## config.mk

```make
export PLATFORM = sky130hd
export DESIGN_NAME = bound_flasher_monitor_flat
export DESIGN_NICKNAME = d
export VERILOG_FILES = /design/src/rtl/bound_flasher_monitor_if.sv /design/src/rtl/bound_flasher_monitor.sv /design/src/flat_wrapper.sv
export SDC_FILE = /design/constraint.sdc
export NUM_CORES = 1
export LEC_CHECK = 0
export CAP_MARGIN = 20
export CORE_ASPECT_RATIO = 1.4
export CORE_UTILIZATION = 58
export CTS_CLUSTER_SIZE = 24
export DETAILED_ROUTE_END_ITERATION = 8
export PLACE_DENSITY = 0.86
export SETUP_SLACK_MARGIN = 0.3
export SYNTH_ARGS = -nofsm -noshare
export SYNTH_HDL_FRONTEND = slang
export SYNTH_SLANG_ARGS = --single-unit
```

## constraint.sdc

```tcl
create_clock -name clk -period 14.7 [get_ports clk]
set_input_delay 1.47 -clock clk [delete_from_list [all_inputs] [get_ports clk]]
set_output_delay 1.47 -clock clk [all_outputs]
set_load 0.01 [all_outputs]
```

## src/rtl/bound_flasher_monitor_if.sv

```systemverilog
// rtl/bound_flasher_monitor_if.sv - LED bar observation and monitor result signals
interface bound_flasher_monitor_if #(
  parameter int CNT_W = 8
);
  logic [15:0]      LEDs;
  logic [4:0]       level;
  logic [1:0]       dir;
  logic             peak_valid;
  logic             trough_valid;
  logic [4:0]       turn_level;
  logic             err_pattern;
  logic             err_step;
  logic             cycle_done;
  logic [CNT_W-1:0] cycle_count;

  modport master (
    output LEDs,
    input  level, dir, peak_valid, trough_valid, turn_level,
    input  err_pattern, err_step, cycle_done, cycle_count
  );

  modport slave (
    input  LEDs,
    output level, dir, peak_valid, trough_valid, turn_level,
    output err_pattern, err_step, cycle_done, cycle_count
  );
endinterface

```

## src/rtl/bound_flasher_monitor.sv

```systemverilog
// rtl/bound_flasher_monitor.sv - bounce-sequence monitor for a 16-LED thermometer bar
module bound_flasher_monitor #(
  parameter int CNT_W = 8
) (
  input  logic                    clk,
  input  logic                    rst,
  bound_flasher_monitor_if.slave  bus
);

  typedef enum logic [1:0] {
    IDLE = 2'b00,
    UP   = 2'b01,
    DOWN = 2'b10
  } dir_t;

  localparam logic [CNT_W-1:0] COUNT_MAX = {CNT_W{1'b1}};
  localparam logic [4:0]       NO_PEAK   = 5'd31;

  dir_t             state_q, state_d;
  logic [4:0]       level_q, level_d;
  logic [1:0]       seq_q, seq_d;
  logic [CNT_W-1:0] count_q, count_d;
  logic [4:0]       turn_q, turn_d;
  logic             peak_q, peak_d;
  logic             trough_q, trough_d;
  logic             err_pat_q, err_pat_d;
  logic             err_step_q, err_step_d;
  logic             done_q, done_d;

  logic [16:0]      leds_ext;
  logic             is_therm;
  logic [4:0]       new_level;
  logic             rise;
  logic             fall;
  logic [4:0]       step_size;
  logic [4:0]       peak_want;
  logic [4:0]       peak_last;
  logic [1:0]       seq_on_peak;

  // A thermometer code has no zero below its highest one, so adding one clears every set bit.
  always_comb begin
    leds_ext  = {1'b0, bus.LEDs};
    is_therm  = ((leds_ext & (leds_ext + 17'd1)) == 17'd0);
    new_level = 5'd0;
    for (int i = 0; i < 16; i++) begin
      new_level = new_level + 5'(bus.LEDs[i]);
    end
    rise      = (new_level > level_q);
    fall      = (new_level < level_q);
    step_size = rise ? (new_level - level_q) : (level_q - new_level);
  end

  // Expected peaks are 6, 11, 16; a repeat of the last accepted peak is a kickback re-climb.
  always_comb begin
    peak_want = NO_PEAK;
    peak_last = NO_PEAK;
    case (seq_q)
      2'd0: peak_want = 5'd6;
      2'd1: begin peak_want = 5'd11; peak_last = 5'd6;  end
      2'd2: begin peak_want = 5'd16; peak_last = 5'd11; end
      default: peak_last = 5'd16;
    endcase
    if (level_q == peak_want) begin
      seq_on_peak = seq_q + 2'd1;
    end else if (level_q == peak_last) begin
      seq_on_peak = seq_q;
    end else if (level_q == 5'd6) begin
      seq_on_peak = 2'd1;
    end else begin
      seq_on_peak = 2'd0;
    end
  end

  always_comb begin
    state_d    = state_q;
    level_d    = level_q;
    seq_d      = seq_q;
    count_d    = count_q;
    turn_d     = turn_q;
    peak_d     = 1'b0;
    trough_d   = 1'b0;
    err_pat_d  = 1'b0;
    err_step_d = 1'b0;
    done_d     = 1'b0;
    if (!is_therm) begin
      err_pat_d = 1'b1;
    end else begin
      level_d    = new_level;
      err_step_d = (step_size > 5'd1);
      case (state_q)
        IDLE: begin
          if (rise) begin
            state_d = UP;
          end
        end
        UP: begin
          if (fall) begin
            state_d = DOWN;
            peak_d  = 1'b1;
            turn_d  = level_q;
            seq_d   = seq_on_peak;
          end
        end
        DOWN: begin
          if (fall && (new_level == 5'd0)) begin
            state_d  = IDLE;
            trough_d = 1'b1;
            turn_d   = 5'd0;
            if (seq_q == 2'd3) begin
              done_d  = 1'b1;
              seq_d   = 2'd0;
              count_d = (count_q == COUNT_MAX) ? count_q : count_q + 1'b1;
            end
          end else if (rise) begin
            state_d  = UP;
            trough_d = 1'b1;
            turn_d   = level_q;
          end
        end
        default: state_d = IDLE;
      endcase
    end
  end

  always_ff @(posedge clk) begin
    if (rst) begin
      state_q    <= IDLE;
      level_q    <= 5'd0;
      seq_q      <= 2'd0;
      count_q    <= '0;
      turn_q     <= 5'd0;
      peak_q     <= 1'b0;
      trough_q   <= 1'b0;
      err_pat_q  <= 1'b0;
      err_step_q <= 1'b0;
      done_q     <= 1'b0;
    end else begin
      state_q    <= state_d;
      level_q    <= level_d;
      seq_q      <= seq_d;
      count_q    <= count_d;
      turn_q     <= turn_d;
      peak_q     <= peak_d;
      trough_q   <= trough_d;
      err_pat_q  <= err_pat_d;
      err_step_q <= err_step_d;
      done_q     <= done_d;
    end
  end

  assign bus.level        = level_q;
  assign bus.dir          = state_q;
  assign bus.peak_valid   = peak_q;
  assign bus.trough_valid = trough_q;
  assign bus.turn_level   = turn_q;
  assign bus.err_pattern  = err_pat_q;
  assign bus.err_step     = err_step_q;
  assign bus.cycle_done   = done_q;
  assign bus.cycle_count  = count_q;

endmodule
```

## src/flat_wrapper.sv

```systemverilog
// flat-port wrapper written by rule: the top's interface ports become plain ports
module bound_flasher_monitor_flat 
#(
  parameter int CNT_W = 8
)
  (clk, rst, bus_LEDs, bus_level, bus_dir, bus_peak_valid, bus_trough_valid, bus_turn_level, bus_err_pattern, bus_err_step, bus_cycle_done, bus_cycle_count);
  bound_flasher_monitor_if #(.CNT_W(CNT_W)) bus_i ();
  input  logic clk;
  input  logic rst;
  input wire logic [$bits(bus_i.LEDs)-1:0] bus_LEDs;
  output wire logic [$bits(bus_i.level)-1:0] bus_level;
  output wire logic [$bits(bus_i.dir)-1:0] bus_dir;
  output wire logic [$bits(bus_i.peak_valid)-1:0] bus_peak_valid;
  output wire logic [$bits(bus_i.trough_valid)-1:0] bus_trough_valid;
  output wire logic [$bits(bus_i.turn_level)-1:0] bus_turn_level;
  output wire logic [$bits(bus_i.err_pattern)-1:0] bus_err_pattern;
  output wire logic [$bits(bus_i.err_step)-1:0] bus_err_step;
  output wire logic [$bits(bus_i.cycle_done)-1:0] bus_cycle_done;
  output wire logic [$bits(bus_i.cycle_count)-1:0] bus_cycle_count;
  assign bus_i.LEDs = bus_LEDs;
  assign bus_level = bus_i.level;
  assign bus_dir = bus_i.dir;
  assign bus_peak_valid = bus_i.peak_valid;
  assign bus_trough_valid = bus_i.trough_valid;
  assign bus_turn_level = bus_i.turn_level;
  assign bus_err_pattern = bus_i.err_pattern;
  assign bus_err_step = bus_i.err_step;
  assign bus_cycle_done = bus_i.cycle_done;
  assign bus_cycle_count = bus_i.cycle_count;
  bound_flasher_monitor #(.CNT_W(CNT_W)) u_core (.clk(clk), .rst(rst), .bus(bus_i));
endmodule
```

==> metrics list <==
* Run status: finished clean
- At the pin with the least slew margin, the transition time is 1020 ps.
- Pin count of the biggest net entering global routing: 42
- At the end of routability-driven placement, the weighted congestion stood at 0.965.
* Count of state elements after synthesis: 27
- Once layout is complete, the cells apart from fillers number 394.
- In this run the cell area of the synthesized design comes to 0.00256 mm².
- Hold-fix buffer count after cts: 0
* Clock Sink Count: 27
* First DRT Iteration DRCs: 109
- Measured along the y axis, the die boundary spans 80.6 µm.
* Vias per std cell: 5.86
- For this design the static power due to leakage is 1.21 nW.
- Detailed routing inserted a total of 2,308 vias.
- Worst Clk Skew: 8.45 ps
* Tcrit/Tclk final: 54.0%
- Counting tap cells, the placed design contains a total of 390 instances.
- The placed instances occupy a cell area of 0.00301 mm².
- TritonCTS built the clock tree.
- Among all stages on the critical path, the largest delay is contributed by sky130_fd_sc_hd__nand4_1.
- The first detailed-routing pass ran for 4 iterations.
* Origin of the critical flop-to-flop path: u_core.bus.level[1]$_SDFFE_PP0N_
- In this run, distinct cell masters in the synthesized netlist total 55.
- The most critical setup path has its startpoint at bus_LEDs[0].
* Final Max Slew Viols: 0
- Pwr Density: 131 mW/mm²
* Number of buffers inserted by port buffering: 42
* Resized cells post-CTS: 0
* Library cell occupying the most area in the post-synthesis netlist: sky130_fd_sc_hd__dfxtp_1
- Critical Path Start Type: primary input
- After synthesis, the largest family of logic cells by area is simple AND/OR/NAND/NOR gates.
- For the worst setup path, the data required time is 14,870 ps.
- Post-synthesis compound-gate area fraction: 13.1%
- The critical path is of the primary input to register type.
- Post-CTS setup buffers: 0
- Total detailed-routing wirelength: 5840 µm
- Arrival time worst endpoint: 8110 ps
- Final HPWL from detailed placement: 4720 µm
- Across the whole layout, storage elements account for 541 µm².
- Setup violations remaining at the end of the flow were counted as 0.
- Number of nets in the finished design: 391
- The repair_antennas step left the layout with diodes totalling 0.
- After detailed routing, the number of remaining DRC violations is 0.
- From synthesis to final layout, the design area changed by 19.3%.
* Maximum vdd ir drop: 0.157 mV
- Summing all multi-input logic gate instances after layout gives 0.00180 mm².
- Adder and majority gate portion of the synthesized area: 22.1%
- Max-cap violations in this run came to 0.
- Via count of the first global-routing pass: 2,307
- Cells along the critical path: clkdlybuf4s50_1, inv_1, ha_1, fa_1, fa_1, fa_1, fa_1, fa_1, fa_1, xnor2_1, ha_1, and3_1, o21ai_1, and3_1, nand4_1, nor4_1, mux2_2
* Shortest period the worst path allows: 7940 ps
* Proportion of synthesized area in mux cells: 7.09%
- Worst slew margin relative to its limit: 31.3%
* Synthesized-area fraction occupied by xor and xnor cells: 2.74%
- On the worst path, the slowest cell contributes a delay of 610 ps.
- Number of antenna violations at the first check in global routing: 0
* Global-route wire length before repair: 10,100 µm
- In this run the core area contains 28 standard-cell rows.
- Once detail routing completed, the nets flagged for antenna violations numbered 0.
* Tot Pwr: 0.400 mW
- For this run, asynchronously set or reset flops after synthesis account for 0%.
* Die boundary width: 58.1 µm
- Type of destination of the critical path: register
- Sequential area share after synthesis: 21.1%
- Total nets after synthesis: 354
* Number of buffers added by the clock tree synthesis step: 3
* H-tree depth reported by CTS: 1
- Total Die Area: 0.00469 mm²
* Number of enable flip-flop cells after synthesis: 0
- CP Max Fanout: 13
- Clock Tree Buf Depth: 2
- Cells with a size suffix above 1 make up 5.39% of the layout.
- Fill cells in the final layout number 337.
- Min-Delay Startpoint: u_core.bus.turn_level[4]$_SDFFE_PP0P_
- Total negative slack: 0 ps
* CTS root buffer: sky130_fd_sc_hd__clkbuf_8
- By area the synthesized netlist is led by sky130_fd_sc_hd__dfxtp_1 21%, sky130_fd_sc_hd__ha_1 13%, sky130_fd_sc_hd__fa_1 9.4%, sky130_fd_sc_hd__inv_1 6.2%, sky130_fd_sc_hd__mux2i_1 3.1%.
- Core region area: 0.00424 mm²
- Count of final hold-check violations: 0
* Final hold slack: 481 ps
- Simple-gate portion of the synthesized area: 25.2%
* Yosys warning total: 0
- The later pin in the worst-skew pair is clocked with a latency of 270 ps.
- The synthesized design devotes to its leading area cell type 21.1% of total area.
- Highest achievable clock rate: 0.126 GHz
- The path class of the tightest hold or removal check is register to register.
- Total congestion overflow after global routing: 0
* I/O pins: 43
- Dividing the detail-routed wire length by the instance count gives 14.8 µm.
* Syn_area_per_cell: 8.59 µm²
- Synthesis handed over a netlist of 298 instances.
- With fillers left out, the area of the finished cells amounts to 0.00305 mm².
* Most used cell along the critical path: sky130_fd_sc_hd__fa_1
* Unrepaired setup endpoints after global routing: false
- Global routing used 27.7% of the available tracks across all layers.
- Clock input transition at the sequential cells of the worst setup and hold paths: 100 ps
- Primary FF master, synth: sky130_fd_sc_hd__dfxtp_1
- The initial utilization of the core area, before any placement, comes to 60.4%.
-- sequential cells by signal, summed over array words and instances, names as in the netlist --
name	flops
u_core.bus.cycle_count	8
u_core.bus.cycle_done	1
u_core.bus.dir	2
u_core.bus.err_pattern	1
u_core.bus.err_step	1
u_core.bus.level	5
u_core.bus.peak_valid	1
u_core.bus.trough_valid	1
u_core.bus.turn_level	5
u_core.seq_q	2
-- metrics by stage --
| step | worst slack, ps | utilization (%) |
|---|---|---|
| detailed placement | 6470 | 71.0 |
| global placement | 6720 | 71.0 |
| floorplan | 7730 | - |
| finish | 6760 | 72.0 |
| global route | 6370 | 72.0 |
| CTS | 6750 | 72.0 |
-- worst max-delay path, delay by kind of cell --
kind	cells	cell delay, ps
multiplexers	1	390
adder cells (fa/ha/maj)	8	3480
AO/OA/AOI/OAI	1	130
XOR/XNOR	1	290
AND/OR/NAND/NOR	4	1680
buffers and inverters	2	660
-- synthesized netlist by cell type (5+ instances only) --
library cell,n
sky130_fd_sc_hd__inv_1,42
sky130_fd_sc_hd__dfxtp_1,27
sky130_fd_sc_hd__ha_1,26
sky130_fd_sc_hd__nor2_1,18
sky130_fd_sc_hd__fa_1,12
sky130_fd_sc_hd__nand2_1,12
sky130_fd_sc_hd__nor2b_1,12
sky130_fd_sc_hd__nand4_1,10
sky130_fd_sc_hd__nand3_1,9
sky130_fd_sc_hd__nor3_1,9
sky130_fd_sc_hd__nor4_1,9
sky130_fd_sc_hd__a21oi_1,8
sky130_fd_sc_hd__clkbuf_1,8
sky130_fd_sc_hd__mux2i_1,8
sky130_fd_sc_hd__o21ai_0,8
sky130_fd_sc_hd__nand2b_1,7
sky130_fd_sc_hd__nand3b_1,6
sky130_fd_sc_hd__and3_1,5
-- layer usage --
layer  share of wire, %  global-route usage (%)  up-vias
li1                   -                       -     1118
met1                 40                    30.6     1122
met2                 55                    52.3       56
met3                2.9                    3.06       12
met4                1.9                    11.7        0
met5                  0                       0        -
-- worst paths after layout --
path	end	cells after the start	slack, ps
max	u_core.bus.cycle_count[7]$_SDFFE_PP0P_	17	6760
min	u_core.bus.turn_level[4]$_SDFFE_PP0P_	2	480
max reg2reg	u_core.bus.cycle_count[7]$_SDFFE_PP0P_	8	11250
min reg2reg	u_core.bus.turn_level[4]$_SDFFE_PP0P_	2	480
-- report_power, final --
part | switching [mW] | internal, mW | total [mW]
logic | 0.166 | 0.119 | 0.284
registers | 0.0000653 | 0.0732 | 0.0733
clock network | 0.0231 | 0.0194 | 0.0425
total | 0.189 | 0.211 | 0.400
-- layout make-up --
cell class / instances / area share (%)
repair buffers: 43 / 14.0
flip-flops and latches: 27 / 17.7
multi-input cells: 217 / 59.1
clock buffers: 4 / 1.48
inverters: 43 / 5.29
well taps: 60 / 2.46
-- cells in the final DEF, fill, tap and decap left out, types with 2 or more instances in the layout --
cell type	Yosys	layout
sky130_fd_sc_hd__and3_1	5	5
sky130_fd_sc_hd__ha_1	26	26
sky130_fd_sc_hd__nor3b_1	2	2
sky130_fd_sc_hd__xor2_1	4	4
sky130_fd_sc_hd__nor2b_1	12	12
sky130_fd_sc_hd__clkbuf_8	0	3
sky130_fd_sc_hd__dfxtp_1	27	27
sky130_fd_sc_hd__xnor2_1	4	4
sky130_fd_sc_hd__nor4_1	9	8
sky130_fd_sc_hd__a21oi_1	8	8
sky130_fd_sc_hd__or3_1	2	2
sky130_fd_sc_hd__a311oi_1	2	2
sky130_fd_sc_hd__a211oi_1	4	4
sky130_fd_sc_hd__mux2_1	3	3
sky130_fd_sc_hd__nand3b_1	6	6
sky130_fd_sc_hd__o31ai_1	2	2
sky130_fd_sc_hd__a21o_1	3	3
sky130_fd_sc_hd__nor2_1	18	18
sky130_fd_sc_hd__nor3_1	9	9
sky130_fd_sc_hd__nand4_1	10	10
sky130_fd_sc_hd__fa_1	12	12
sky130_fd_sc_hd__mux2_2	4	4
sky130_fd_sc_hd__or4_1	3	3
sky130_fd_sc_hd__a31oi_1	3	3
sky130_fd_sc_hd__clkdlybuf4s50_1	0	42
sky130_fd_sc_hd__nor4_2	1	2
sky130_fd_sc_hd__mux2i_1	8	8
sky130_fd_sc_hd__inv_1	42	42
sky130_fd_sc_hd__o21ai_0	8	8
sky130_fd_sc_hd__nand3_1	9	9
sky130_fd_sc_hd__nand2b_1	7	7
sky130_fd_sc_hd__nand2_1	12	12
-- cells by family after synthesis --
logic type | Yosys count
adder cells (fa/ha/maj) | 38
multiplexers | 16
AO/OA/AOI/OAI | 45
AND/OR/NAND/NOR | 110
XOR/XNOR | 8
buffers and inverters | 54
flip-flops | 27
Note: power is estimated with default switching activity, not from simulation.
